`config.mk`:
```
export PLATFORM = sky130hd
export DESIGN_NAME = mem_access_ctrl
export DESIGN_NICKNAME = d
export VERILOG_FILES = /design/src/rtl/mem_if_pkg.sv /design/src/rtl/mem_access_ctrl.sv
export SDC_FILE = /design/constraint.sdc
export NUM_CORES = 1
export LEC_CHECK = 0
export CAP_MARGIN = 20
export CORE_MARGIN = 1.5
export CORE_UTILIZATION = 38
export CTS_CLUSTER_DIAMETER = 60
export DETAILED_ROUTE_END_ITERATION = 12
export GPL_TIMING_DRIVEN = 0
export PLACE_DENSITY = 0.83
export SKIP_LAST_GASP = 1
export SLEW_MARGIN = 25
export SYNTH_ARGS = -nofsm -noshare
export SYNTH_HDL_FRONTEND = slang
export SYNTH_SLANG_ARGS = --single-unit
export TNS_END_PERCENT = 50
```
`constraint.sdc`:
```
create_clock -name clk -period 2.3 [get_ports clk]
set_clock_uncertainty 0.05 [all_clocks]
set_input_delay 0.345 -clock clk [delete_from_list [all_inputs] [get_ports clk]]
set_output_delay 0.345 -clock clk [all_outputs]
set_load 0.05 [all_outputs]
```
`src/rtl/mem_if_pkg.sv`:
```
// ============================================================================
// Module   : mem_if_pkg
// Purpose  : Shared widths and controller state encoding for the RAM initiator.
// Revision : 1.0
// ============================================================================
`default_nettype none

package mem_if_pkg;

  localparam int c_ADDR_W = 9;
  localparam int c_DATA_W = 32;
  // Holds RD_LATENCY-1 for the supported latency range 1..4
  localparam int c_CNT_W  = 2;

  typedef enum logic [1:0] {
    S_IDLE  = 2'd0,
    S_ISSUE = 2'd1,
    S_WAIT  = 2'd2,
    S_RESP  = 2'd3
  } state_t;

endpackage : mem_if_pkg

`default_nettype wire

```
`src/rtl/mem_access_ctrl.sv`:
```
// ============================================================================
// Module   : mem_access_ctrl
// Purpose  : MAR/MDR initiator for a single-port synchronous RAM, one request
//            in flight, valid/ready on both the request and response sides.
// Revision : 1.0
// ============================================================================
`default_nettype none

module mem_access_ctrl
  import mem_if_pkg::*;
#(
  parameter int ADDR_W     = c_ADDR_W,
  parameter int DATA_W     = c_DATA_W,
  parameter int RD_LATENCY = 1
) (
  input  logic              clk,
  input  logic              rst_n,
  input  logic              req_valid,
  output logic              req_ready,
  input  logic              req_write,
  input  logic [ADDR_W-1:0] req_addr,
  input  logic [DATA_W-1:0] req_wdata,
  output logic              rsp_valid,
  input  logic              rsp_ready,
  output logic [DATA_W-1:0] rsp_rdata,
  output logic              rsp_was_write,
  output logic              mem_read,
  output logic              mem_write,
  output logic [ADDR_W-1:0] mem_addr,
  output logic [DATA_W-1:0] mem_wdata,
  input  logic [DATA_W-1:0] mem_rdata,
  output logic              busy
);

  localparam logic [c_CNT_W-1:0] c_WAIT_INIT = c_CNT_W'(RD_LATENCY - 1);

  state_t              r_state;
  logic [ADDR_W-1:0]   r_mar;
  logic [DATA_W-1:0]   r_mdr;
  logic                r_is_write;
  logic [c_CNT_W-1:0]  r_cnt;
  logic                r_mem_read;
  logic                r_mem_write;
  logic                r_rsp_valid;
  logic                r_rsp_was_write;

  // Strobes are pre-computed one state early so each is a clean register output
  always_ff @(posedge clk or negedge rst_n) begin
    if (!rst_n) begin
      r_state         <= S_IDLE;
      r_mar           <= '0;
      r_mdr           <= '0;
      r_is_write      <= 1'b0;
      r_cnt           <= '0;
      r_mem_read      <= 1'b0;
      r_mem_write     <= 1'b0;
      r_rsp_valid     <= 1'b0;
      r_rsp_was_write <= 1'b0;
    end else begin
      r_mem_read  <= 1'b0;
      r_mem_write <= 1'b0;
      case (r_state)
        S_IDLE: begin
          if (req_valid) begin
            r_mar       <= req_addr;
            r_is_write  <= req_write;
            r_mem_read  <= ~req_write;
            r_mem_write <= req_write;
            if (req_write) begin
              r_mdr <= req_wdata;
            end
            r_state <= S_ISSUE;
          end
        end
        S_ISSUE: begin
          if (r_is_write) begin
            r_rsp_valid     <= 1'b1;
            r_rsp_was_write <= 1'b1;
            r_state         <= S_RESP;
          end else begin
            r_cnt   <= c_WAIT_INIT;
            r_state <= S_WAIT;
          end
        end
        S_WAIT: begin
          if (r_cnt != '0) begin
            r_cnt <= r_cnt - 1'b1;
          end else begin
            // The only edge at which the RAM output is trusted
            r_mdr           <= mem_rdata;
            r_rsp_valid     <= 1'b1;
            r_rsp_was_write <= 1'b0;
            r_state         <= S_RESP;
          end
        end
        S_RESP: begin
          if (rsp_ready) begin
            r_rsp_valid     <= 1'b0;
            r_rsp_was_write <= 1'b0;
            r_state         <= S_IDLE;
          end
        end
        default: begin
          r_rsp_valid     <= 1'b0;
          r_rsp_was_write <= 1'b0;
          r_state         <= S_IDLE;
        end
      endcase
    end
  end

  assign req_ready     = (r_state == S_IDLE);
  assign busy          = (r_state != S_IDLE);
  assign rsp_valid     = r_rsp_valid;
  assign rsp_rdata     = r_mdr;
  assign rsp_was_write = r_rsp_was_write;
  assign mem_read      = r_mem_read;
  assign mem_write     = r_mem_write;
  assign mem_addr      = r_mar;
  assign mem_wdata     = r_mdr;

endmodule : mem_access_ctrl

`default_nettype wire

```
======== Word-level counts from Yosys, hierarchy flattened ========
Cells that the tools add are included.
Widths: inputs -> output; s select.
word-level totals
  input bits .............................. 78
  bits in registers ....................... 50
  output and inout bits ................... 79
cells by class
  $add $sub $neg .......................... 1
  eq/ne operators ......................... 10
  bitwise logic cells ..................... 1
  reduce and logical (&&, ||, !) cells .... 11
  multiplexer cells ....................... 22
operators with widths
  cell                 count
  $mux 32              3
  $pmux 32 s2          1
  $ne 2x2->1 const B   6
  $mux 2               5
  $mux 1               9
  $pmux 2 s4           1
  $reduce_and 4->1     2
  $reduce_bool 2->1    4
  $pmux 1 s3           2
  $reduce_and 3->1     2
  $eq 2x2->1 const B   2
  $pmux 2 s2           1
  $reduce_bool 3->1    1
  $eq 2x1->1 const B   1
  $logic_not 2->1      1
  $ne 2x1->1 const B   1
  $reduce_and 2->1     1
  $sub 2x1->2 const B  1
  $not 1->1            1

======== Logic depth before layout (Yosys ltp) ========
  word-level depth ........................ 3
  mapped depth ............................ 7
  mapped depth without buffers ............ 5

======== Worst setup path before layout ========
Ideal clock, no wire load.
  path kind ............................... flip-flop to flip-flop
  start ................................... reg r_state[0]
  end ..................................... reg r_mdr[0] (netlist: mem_wdata[0])
  buffers on the path ..................... 1
  slack ................................... 0.087 ns
  clock period less this slack ............ 2.213 ns
  cell stages (with the launch flop) ...... 7
  library setup time ...................... 0.125 ns
  arrival ................................. 2.038 ns
  cell sequence ........................... dfrtp_1 > inv_1 > ha_1 > nand3_1 > a21boi_4 > buf_6 > mux2_2
on the way
  cells in the longest elaborated chain, start to end .. 3
ends and longest elaborated chain
  element                                                    line                   RTL
  from (decl)                                                mem_access_ctrl.sv:37  state_t r_state;
  from (signal assigned)                                     mem_access_ctrl.sv:50  r_state <= S_IDLE;
  from (signal assigned)                                     mem_access_ctrl.sv:72  r_state <= S_ISSUE;
  from (signal assigned)                                     mem_access_ctrl.sv:79  r_state <= S_RESP;
  $logic_not 2->1 (*)                                        -
  via req_ready                                              mem_access_ctrl.sv:19  output logic req_ready,
  $ne 2x1->1 (no source line), or another cell as far along  -
  $reduce_and 4->1 (no source line)                          -
  to (signal assigned)                                       mem_access_ctrl.sv:70  r_mdr <= req_wdata;
  to (signal assigned)                                       mem_access_ctrl.sv:90  r_mdr <= mem_rdata;
  to (decl)                                                  mem_access_ctrl.sv:39  logic [DATA_W-1:0] r_mdr;
Mark *: on every way through the listed nets, which the timed path passes. The rest lies on a longest branch.
A chain may end at the register's enable or synchronous reset.

======== Worst setup path in the final report ========
  start ................................... reg r_state[0]
  end ..................................... out busy
on the way
  cells in the longest elaborated chain, start to end .. 1
ends and longest elaborated chain
  element            line                    RTL
  $reduce_bool 2->1  mem_access_ctrl.sv:113  assign busy = (r_state != S_IDLE);
  to (decl)          mem_access_ctrl.sv:32   output logic busy
No other way between the ends.

==> impl_metrics.toml <==
[run_status]
status = "finished, violations left"
violations = "hold timing"

[setup_path]
slowest_delay_ns = 0.53
cp-start-kind = "flop"
worst_path_most_repeated_cell = "inv_1"
crit_arrival_ns = 1.70
crit_required_ns = 1.90
path_cells = "inv_1 -> ha_1 -> inv_1 -> dlygate4sd2_1"
critPathKind = "reg -> out"
critPathMaxFanout = 6
worst_setup_path_end_kind = "primary output"
crit_slowest_cell = "dlygate4sd2_1"

[timing]
maxSlewHeadroom_pct = 58.6
fmax_mhz = 476
rsz0062_at_grt = "no"
worst_pin_slew_ns = 0.621
finalHoldViolCount = 1
finalCritPeriodShare_pct = 91.3
finalSetupViolCount = 0
worst_slack_ns = 0.201
drv_slew = 0
timing.hold.ws_ns = -0.00155
final.min_clock_period_ns = 2.10

[clock_tree]
clock_latency_ns = 0.29
cts_max_level = 2
cts.reportedPaths.clkPinSlew_ns = 0.09
clockBufferDepth = 2
numCtsBuffers = 5
cts_sinks = 50
ctsHoldBuffers = 0
cts_root_buffer = "clkbuf_8"
post_cts_buffers = 0
cts_tree = "done"

[global_routing]
grt_pass1_vias = 2100
antenna_found_initial = 0
overflow = 0
grt_max_degree = 51
grt_util_all_layers_pct = 17.0
grt_pass1_wl_mm = 10.1

[placement]
placed_cell_area_sq_mm = 0.00437
dpl.hpwl_mm = 5.24
place_congestion = 0.777
io_buffers = 156
place_ws_ns = 0.213

[routing]
drc = 0
wl_per_cell_microns = 14.0
ant_nets = 0
met2_length_mm = 3.33
route.met3.wl_microns = 568
routed.top_layer = "met4"
dr.pass1.iters = 4
wl_met1_mm = 2.58
via_count = 2118
wirelength_mm = 6.53
drt_iter0_drc = 31
viasPerCell = 4.55

[floorplan]
rows = 30
initial_core_util_pct = 39.5
fp.dieH_microns = 87.2
dieArea_sq_mm = 0.00761
die_w_microns = 87.2
core_area_sq_mm = 0.00683
io_pins = 157

[final_layout]
diodes = 0
drive_gt1_share_pct = 34.1
areaGrowthSynthToFinish_pct = 66.4
multi_input_area_sq_mm = 0.00111
nets = 452
stdcell_area_sq_mm = 0.00448
nFillCells = 550
seq_area_sq_mm = 0.00125

[logic_synthesis]
yosysSeqAreaShare_pct = 46.4
yosys_warnings = 0
ys_types = 30
ys_ff_latch = 50
syn_avg_cell_area_sq_um = 13.1
synthCells = 206
synthesis.nets = 289
syn-cell-area_sq_mm = 0.00270

[min_path]
hold_class = "in -> async"

[run]
drv_cap = 0
path summary, 6_finish.rpt:
path | startpoint | end | slack (ns) | cells after the start
max in group asynchronous | rst_n | mem_wdata[22] | 1.77 | 1
setup / recovery | r_state[0] | busy | 0.20 | 4
hold reg to reg | mem_addr[1] | mem_addr[1] | 0.46 | 1
hold / removal | rst_n | mem_wdata[0] | -0.002 | 1
min in group clk | mem_addr[1] | mem_addr[1] | 0.46 | 1
setup reg to reg | r_state[0] | mem_wdata[16] | 0.27 | 6
routing by layer:
metal  global-route usage (%)  up-vias
li1                         -     1015
met1                     20.0     1003
met2                     30.9       96
met3                     4.64        4
met4                     4.04        0
met5                        0        -
state kept, by name, summed over array words and instances, names as in the netlist:
signal	cells
r_cnt	2
r_is_write	1
mem_addr	9
mem_write	1
mem_read	1
mem_wdata	32
r_state	2
rsp_valid	1
rsp_was_write	1
worst max-delay path, delay by kind of cell, from the launching register on:
| kind | cells | cell delay [ns] |
|---|---|---|
| fa+ha+maj | 1 | 0.27 |
| buf+inv | 3 | 0.71 |
| flops | 1 | 0.44 |
logic make-up after synthesis:
kind of cell / synth area share, %
muxes: 30.9
DFF: 46.4
buffers and inverters: 12.5
AOI/OAI and AO/OA: 4.83
and+or+nand+nor: 2.97
adders and majority gates: 2.32
metrics by stage:
stage,TNS (ns),cells,util [%]
finish,0,466,65.6
global route,0,466,65.6
floorplan,0,206,-
global placement,-32.91,458,64.1
detailed placement,0,458,64.0
CTS,-0.0396,466,65.6
synth_stat cells:
master / instances / area [sq um]
a211oi_1: 1 / 7.51
a21boi_4: 1 / 18.8
a21o_1: 1 / 7.51
a21oi_1: 1 / 5.00
a22o_1: 1 / 8.76
a22oi_1: 1 / 7.51
a31oi_1: 1 / 6.26
a41oi_1: 1 / 8.76
and3_1: 1 / 6.26
buf_2: 3 / 15.0
buf_4: 32 / 240
buf_6: 5 / 56.3
dfrtp_1: 50 / 1250
ha_1: 5 / 62.6
inv_1: 7 / 26.3
mux2_2: 74 / 833
nand2_1: 4 / 15.0
nand2b_1: 3 / 18.8
nand2b_2: 1 / 8.76
nand3_1: 1 / 5.00
nand4_1: 1 / 6.26
nor2_1: 3 / 11.3
o211a_1: 1 / 10.0
o21ai_0: 1 / 5.00
o221a_2: 1 / 11.3
o22a_1: 1 / 8.76
o2bb2ai_1: 1 / 8.76
o31ai_1: 1 / 7.51
o32ai_1: 1 / 8.76
or3b_1: 1 / 8.76
placed cells by master (no fill, tap or decap):
| cell | instances |
|---|---|
| o211a_1 | 1 |
| o32ai_1 | 1 |
| or3b_1 | 1 |
| a31oi_1 | 1 |
| nor2_1 | 3 |
| a22o_1 | 1 |
| bufinv_16 | 1 |
| a22oi_1 | 1 |
| inv_1 | 7 |
| dlymetal6s2s_1 | 1 |
| o221a_2 | 1 |
| buf_4 | 33 |
| nand2b_2 | 1 |
| o31ai_1 | 1 |
| nand4_1 | 1 |
| o2bb2ai_1 | 1 |
| ha_1 | 5 |
| buf_6 | 5 |
| a21boi_4 | 1 |
| a211oi_1 | 1 |
| dfrtp_1 | 50 |
| a21o_1 | 1 |
| clkinv_2 | 2 |
| o21ai_0 | 1 |
| nand2_1 | 4 |
| a41oi_1 | 1 |
| and3_1 | 1 |
| a21oi_1 | 1 |
| nand2b_1 | 3 |
| nand3_1 | 1 |
| dlygate4sd2_1 | 1 |
| mux2_2 | 74 |
| buf_2 | 3 |
| clkbuf_8 | 5 |
| clkdlybuf4s50_1 | 153 |
| o22a_1 | 1 |
timing repair:
item | in CTS | in global routing
gates resized for setup | 1 | 1
gates cloned | 0 | 0
endpoints found under the setup margin | 2 | 1
area by class of cell:
class,count,share of cell area [%]
Buffer,40,6.95
Multi-Input combinational cell,109,24.7
Inverter,7,0.586
Clock inverter,3,0.893
Tap cell,96,2.68
Timing Repair Buffer,156,34.8
Clock buffer,5,1.53
Sequential cell,50,27.9
Power is not shown: default switching activity piles up to over one toggle a cycle in this logic, so the estimate is an artifact.
